$ cat src/rtl/instr_fetch_unit.sv
// Fetch stage: addresses the instruction file, registers the word, hands it to the decoder.
// Latency: START -> INSTR_VALID next cycle from IDLE, two cycles from HALT; 1 instr/cycle sustained.
// Backpressure: INSTR_READY low holds INSTR/INSTR_PC/PC stable; no new fetch until a transfer.
module instr_fetch_unit #(
   parameter int       N          = 512,
   parameter int       PROG_DEPTH = 17,
   parameter logic [2:0] OP_STOP  = 3'b110,
   parameter int       AW         = $clog2(N)
) (
   input  logic          CLK,
   input  logic          RSTN,
   input  logic          START,
   output logic [AW-1:0] PC_AXI,
   input  logic [31:0]   INSTR_AXI,
   output logic [31:0]   INSTR,
   output logic          INSTR_VALID,
   input  logic          INSTR_READY,
   output logic [AW-1:0] INSTR_PC,
   output logic          BUSY,
   output logic          DONE,
   output logic          ERR
);

   // PC carries one extra bit so it can sit at PROG_DEPTH even when PROG_DEPTH == N.
   localparam logic [AW:0] LAST_PC = (AW+1)'(PROG_DEPTH);
   localparam logic [AW:0] PC_ONE  = (AW+1)'(1);

   // RESTART is the extra cycle after a HALT restart where PC has just been zeroed
   // and word 0 is captured on the following edge.
   typedef enum logic [1:0] {
      S_IDLE    = 2'd0,
      S_VALID   = 2'd1,
      S_HALT    = 2'd2,
      S_RESTART = 2'd3
   } state_t;

   state_t          state_q, state_d;
   logic [AW:0]     pc_q, pc_d;
   logic [31:0]     instr_q, instr_d;
   logic [AW-1:0]   instr_pc_q, instr_pc_d;
   logic            done_q, done_d;
   logic            err_q, err_d;
   logic            fetch;
   logic            xfer;

   assign xfer = (state_q == S_VALID) && INSTR_READY;

   // Next-state logic: sequencing, STOP/runaway detection and the capture of a new word.
   always_comb begin
      state_d    = state_q;
      pc_d       = pc_q;
      instr_d    = instr_q;
      instr_pc_d = instr_pc_q;
      done_d     = done_q;
      err_d      = err_q;
      fetch      = 1'b0;

      case (state_q)
         S_IDLE: begin
            if (START) begin
               fetch   = 1'b1;
               done_d  = 1'b0;
               err_d   = 1'b0;
               state_d = S_VALID;
            end
         end
         S_VALID: begin
            if (xfer) begin
               if (instr_q[2:0] == OP_STOP) begin
                  done_d  = 1'b1;
                  state_d = S_HALT;
               end else if (pc_q == LAST_PC) begin
                  // Ran off the populated program without a STOP.
                  err_d   = 1'b1;
                  state_d = S_HALT;
               end else begin
                  fetch = 1'b1;
               end
            end
         end
         S_HALT: begin
            if (START) begin
               pc_d    = '0;
               done_d  = 1'b0;
               err_d   = 1'b0;
               state_d = S_RESTART;
            end
         end
         S_RESTART: begin
            fetch   = 1'b1;
            state_d = S_VALID;
         end
         default: state_d = S_IDLE;
      endcase

      if (fetch) begin
         instr_d    = INSTR_AXI;
         instr_pc_d = pc_q[AW-1:0];
         pc_d       = pc_q + PC_ONE;
      end
   end

   // State and datapath registers; reset discards any held instruction immediately.
   always_ff @(posedge CLK or negedge RSTN) begin
      if (!RSTN) begin
         state_q    <= S_IDLE;
         pc_q       <= '0;
         instr_q    <= '0;
         instr_pc_q <= '0;
         done_q     <= 1'b0;
         err_q      <= 1'b0;
      end else begin
         state_q    <= state_d;
         pc_q       <= pc_d;
         instr_q    <= instr_d;
         instr_pc_q <= instr_pc_d;
         done_q     <= done_d;
         err_q      <= err_d;
      end
   end

   assign PC_AXI      = pc_q[AW-1:0];
   assign INSTR       = instr_q;
   assign INSTR_PC    = instr_pc_q;
   assign INSTR_VALID = (state_q == S_VALID);
   assign BUSY        = (state_q == S_VALID);
   assign DONE        = done_q;
   assign ERR         = err_q;

endmodule

$ cat config.mk
export PLATFORM = sky130hd
export DESIGN_NAME = instr_fetch_unit
export DESIGN_NICKNAME = d
export VERILOG_FILES = /design/src/rtl/instr_fetch_unit.sv
export SDC_FILE = /design/constraint.sdc
export NUM_CORES = 1
export LEC_CHECK = 0
export BUFFER_PORTS_ARGS = -buffer_cell sky130_fd_sc_hd__buf_4
export CAP_MARGIN = 20
export CELL_PAD_IN_SITES_DETAIL_PLACEMENT = 0
export CELL_PAD_IN_SITES_GLOBAL_PLACEMENT = 2
export CORE_MARGIN = 1
export CORE_UTILIZATION = 30
export DETAILED_ROUTE_END_ITERATION = 8
export PLACE_DENSITY = 0.87
export RECOVER_POWER = 50
export SYNTH_ARGS = -nofsm -noshare
export SYNTH_HDL_FRONTEND = slang
export SYNTH_SLANG_ARGS = --single-unit
$ cat constraint.sdc
create_clock -name CLK -period 3.6 [get_ports CLK]
set_input_delay 0 -clock CLK [delete_from_list [all_inputs] [get_ports CLK]]
set_output_delay 0 -clock CLK [all_outputs]
set_load 0.005 [all_outputs]
Word-level counts from Yosys, hierarchy flattened. Cells that the tools add are included.

Add/sub/neg operators: 1. Reductions and logical operators: 10. Equal/unequal tests: 13. Mux-type cells: 22.

Operators with widths (count): 10-bit 2-to-1 mux (3); 10-bit by 1-bit adder with 10-bit output, second input constant (1); 10-bit by 5-bit equality test with 1-bit output, second input constant (1); 1-bit 2-to-1 mux (10); 2-bit 2-to-1 mux (5); 2-bit by 1-bit != test with 1-bit output, second input constant (4); 2-bit one-hot mux with 4 select lines (1); 4-bit AND reduction (2); 2-bit != test, second input constant (3); 2-bit nonzero test (3); 5-bit AND reduction (1); 2-bit equality test, second input constant (2); 1-bit one-hot mux with 2 select lines (2); 3-bit equality test, second input constant (1); 3-bit by 1-bit != test with 1-bit output, second input constant (1); 1-bit one-hot mux with 3 select lines (1); 2-bit by 1-bit equality test with 1-bit output, second input constant (1); 2-bit logical NOT (1); 2-bit AND reduction (1); 2-bit OR reduction (1); 1-bit logical AND (1).

Logic and storage cells: 52. Bits of input ports: 36. Register bits after elaboration: 55.

Depth between registers and ports, before layout.
Depth after elaboration: 7. Depth in mapped cells: 9.

Worst setup path before layout. OpenSTA, ideal clock, no wires.

Path type: flip-flop to flip-flop. Start point: register pc_q[0]. End point: register pc_q[9]. Path buffers: 0. Required time: 3.532 ns. Period minus slack after synthesis: 1.924 ns. Slack: 1.676 ns. Arrival time: 1.855 ns. Stages on the path, launching flop included: 7. Cells stage by stage: dfrtp_1 ha_1 nor3b_1 and4_4 or3_1 or4_1 nand3_1.

Longest elaborated chain between the ends: 7.

Ends and longest elaborated chain: from (decl) (RTL line 38) `logic [AW:0] pc_q, pc_d;`; from (signal assigned) (RTL line 114) `pc_q <= pc_d;`; 10-bit by 5-bit equality test with 1-bit output (RTL line 72) `end else if (pc_q == LAST_PC) begin`; 1-bit 2-to-1 mux (RTL line 72); 1-bit 2-to-1 mux (RTL line 69) `if (instr_q[2:0] == OP_STOP) begin`; 1-bit 2-to-1 mux (RTL line 68) `if (xfer) begin`; 1-bit one-hot mux with 3 select lines (RTL line 58) `case (state_q)`; 2-bit nonzero test (no source line); 2-bit AND reduction (no source line).

Parallel ways exist; a longest one is shown, timed or not. A chain may end at the register's enable or synchronous reset.

Final worst setup path.
Start point: register state_q[1]. End point: register pc_q[9].

Longest elaborated chain between the ends: 6.

Ends and longest elaborated chain: from (decl) (RTL line 37) `state_t state_q, state_d;`; from (signal assigned) (RTL line 113) `state_q <= state_d;`; 2-bit by 1-bit equality test with 1-bit output (RTL line 46, 58); 1-bit logical AND (RTL line 46) `assign xfer = (state_q == S_VALID) && INSTR_READY;`; 1-bit 2-to-1 mux (RTL line 68); 1-bit one-hot mux with 3 select lines (RTL line 58); 2-bit nonzero test (no source line); 2-bit AND reduction (no source line).

Parallel ways exist; a longest one is shown, timed or not.

==> results by group <==
Floorplanning
  • Total Die Area: 0.00863 mm^2
  • Core region area: 0.00785 mm^2
  • Initial standard-cell utilization of the core: 31.6%
  • # IOs: 90
  • Die Span Y: 92.9 um
  • Site row count: 32
  • Width of the die: 92.9 um

Power
  • Worst vdd rail ir drop: 359 uV
  • Areal power density over the cells: 776 mW/mm^2
  • Lkg Pwr: 1.86 nW

Routing
  • Number of DRC violations after detailed-routing iteration 0: 87
  • Routed vias: 2178
  • DR vias/cell: 4.46
  • Detailed-route DRC error count: 0
  • Antenna viol nets, final: 0
  • Total wirelength of the detailed-routed design: 6140 um
  • Wirelength per Cell: 12.6 um
  • First-pass DRT Iterations: 4

Cells and area
  • Fraction of final layout cells sized beyond drive strength 1: 25.4%
  • Syn-to-layout area delta: 43.8%
  • Inserted Diodes: 0
  • Multi-input combinational cell area: 972 um^2
  • Register area: 0.00138 mm^2
  • Count of non-filler cells in the finished layout: 488
  • # fillers: 798
  • Fraction of the core area covered by cells at the end of the flow: 45.4%
  • Net total in the final layout: 428

Synth
  • Largest family of logic cells by synthesized area: simple AND/OR/NAND/NOR gates
  • Post-Synth Simple-Gate Area: 27.3%
  • Multiplexer fraction of the synthesized cell area: 1.36%
  • Adder and majority cell fraction of the synthesized area: 3.53%
  • Area share of the leading cell type in the synthesized netlist: 55.5%
  • Proportion of synthesized chip area in sequential cells: 55.5%
  • Number of enable flip-flop cells after synthesis: 0
  • Post-synthesis share of cell area spent on xor and xnor gates: 0.707%
  • Synthesized net count: 318
  • Summed instance area of the synthesized netlist: 0.00248 mm^2
  • Most common flop cell mapped by yosys: dfrtp_1
  • Register bit count reported by yosys: 55
  • Gate count of the mapped netlist: 275
  • Warnings from Yosys: 0
  • Share of flip-flops with an asynchronous set or reset: 100%
  • Post-synthesis compound-gate area fraction: 6.11%
  • Cell types with the largest area share after synthesis: dfrtp_1 56%, nand2_1 19%, ha_1 3.5%, buf_4 3.0%, nand3_1 2.0%
  • Top cell type by total area after synthesis: dfrtp_1
  • Per-instance average area after synthesis: 9.01 um^2
  • Number of library cell types mapped by synthesis: 35

Clock network
  • Total clock sinks: 55
  • TritonCTS clock tree: yes
  • Cts bufs inserted: 5
  • H-tree lvl count: 2
  • Setup bufs post-CTS: 0
  • CTS Buffer Depth: 2
  • Clock network latency to the later pin of the worst-skew pair: 0.31 ns
  • Number of hold-repair buffers added at the cts stage: 33
  • Clock transition at the registers of the reported paths: 0.10 ns
  • Cell chosen for the clock root: clkbuf_8
  • Resized cells post-CTS: 0

Setup path
  • CP Max Fanout: 35
  • Reg-to-reg slack, setup: 1.03 ns
  • Critical path launch point type: register
  • FF-to-FF Start: state_q[1]
  • Type of the worst setup path: reg2reg
  • Arrival time worst endpoint: 2.82 ns
  • Number of cells traversed by the worst register-to-register path: 7
  • Critical path endpoint category: register
  • Required arrival time at the worst endpoint: 3.85 ns
  • Terminus of the critical flop-to-flop path: pc_q[9]
  • Critical path startpoint: state_q[1]

Min path
  • Min-Delay Endpoint: state_q[0]
  • Worst Hold Launch: START
  • Worst hold stages: 3
  • Type of the tightest min-delay check: in2reg

Timing
  • Highest clock frequency the design can meet: 388 MHz
  • Setup TNS: 0 ns
  • Hold Worst Slack: 0.0590 ns
  • Share of the cycle needed by the critical path after routing: 71.5%
  • Transition time of the tightest slew-check pin: 1.38 ns
  • Final count of hold timing violations: 0
  • Final min period: 2.57 ns
  • Setup clock skew after layout: 0.00783 ns
  • Unrepaired setup endpoints after global routing: false
  • Worst path setup slack after routing: 1.03 ns
  • Headroom to the max-slew limit: 8.11%
  • Pins over their slew limit: 0
  • Number of endpoints failing setup at the final stage: 0

Placed design
  • Pre-CTS WS: 1.05 ns
  • RD Place Congestion: 0.704
  • HPWL after detailed placement: 3930 um
  • Placed insts: 447
  • Number of buffers inserted by port buffering: 89

Global routing
  • Global-route wire length before repair: 10200 um
  • Number of antenna violations at the first check in global routing: 0
  • Total global-route track usage: 14.9%
  • Total overflow reported by the global router: 0
  • Largest net degree at the start of global routing: 56
  • Vias in the first global route: 2133

Job
  • Max capacitance violation total: 0

Outcome
  • Result of the run: finished, final reports clean
==> per-stage QoR <==
| step | instance area (um^2) | total power [mW] |
|---|---|---|
| after global routing | 3560 | 3.03 |
| after global placement | 3170 | 2.46 |
| final | 3560 | 2.77 |
| after CTS | 3590 | 2.86 |
| after detailed placement | 3170 | 2.48 |
| after floorplan | 2480 | 1.88 |
==> worst max-delay path, cell delays in order (launching register included) <==
cell,delay (ns)
dfrtp_1,0.45
inv_1,0.11
ha_1,0.29
nand2_1,0.08
o21a_1,0.19
or3_2,0.72
or4_1,0.59
nand3_1,0.08
==> cells in the final DEF (no fill, tap or decap), types with 2 or more instances in the layout <==
master         instances
nand2_1              127
dfrtp_1               55
buf_4                 47
clkbuf_4              38
dlygate4sd3_1         33
nand3_1               10
nor2_1                 7
ha_1                   7
o21ai_0                6
clkbuf_1               6
and3_1                 5
clkbuf_8               5
a21oi_1                4
inv_1                  3
o311ai_1               2
nor3_1                 2
a211o_1                2
a31o_1                 2
nand2b_1               2
mux2_2                 2
a22o_1                 2
==> sequential cells by signal (all words and copies together) (netlist names) <==
name / flops
DONE: 1
ERR: 1
INSTR: 32
INSTR_PC: 9
pc_q: 10
state_q: 2
==> logic make-up (layout without fill, tap and decap cells) <==
kind of cell               count (synthesis)  after routing
AOI/OAI and AO/OA                         22             22
and+or+nand+nor                          162            162
DFF                                       55             55
buffers and inverters                     24            135
adders and majority gates                  7              7
muxes                                      3              3
xor gates and xnor gates                   2              2
==> metal layers <==
layer | vias up | global-route usage, % | share of wire (%)
met2 | 49 | 25.2 | 48
met4 | 0 | 3.85 | 1.0
met1 | 1029 | 19.4 | 46
met5 | - | 0 | 0
li1 | 1094 | - | -
met3 | 6 | 2.79 | 4.3
==> cell usage after synthesis, types with 2 or more instances <==
| cell type | count |
|---|---|
| a31o_1 | 2 |
| o311ai_1 | 2 |
| ha_1 | 7 |
| buf_2 | 7 |
| o21ai_0 | 6 |
| nand2b_1 | 2 |
| inv_1 | 3 |
| nor2_1 | 7 |
| mux2_2 | 2 |
| and3_1 | 5 |
| nand3_1 | 10 |
| dfrtp_1 | 55 |
| nand2_1 | 127 |
| nor3_1 | 3 |
| a21oi_1 | 4 |
| buf_4 | 10 |
| buf_1 | 3 |
| a211o_1 | 2 |
| a22o_1 | 2 |
==> layout make-up <==
cell class	instances	share of cell area, %
flip-flops and latches	55	38.6
repair buffers	124	27.8
multi-input cells	196	27.3
well taps	102	3.58
clock buffers	6	2.04
clock inverters	2	0.351
inverters	3	0.316
==> report_power, final <==
part	leakage [nW]	total, mW	switching [mW]	internal [mW]
combinational	1.14	1.35	0.740	0.610
clock	0.0412	0.343	0.206	0.137
sequential	0.679	1.07	0.187	0.886
==> how the worst max path moves through the flow <==
stage	slack, ns	endpoint
after global placement	1.09	pc_q[9]
after detailed placement	1.05	pc_q[9]
after global routing	0.85	pc_q[9]
final	1.03	pc_q[9]
after floorplan	1.68	pc_q[9]
after CTS	1.01	pc_q[9]
Power figures use the tool's default switching activity.
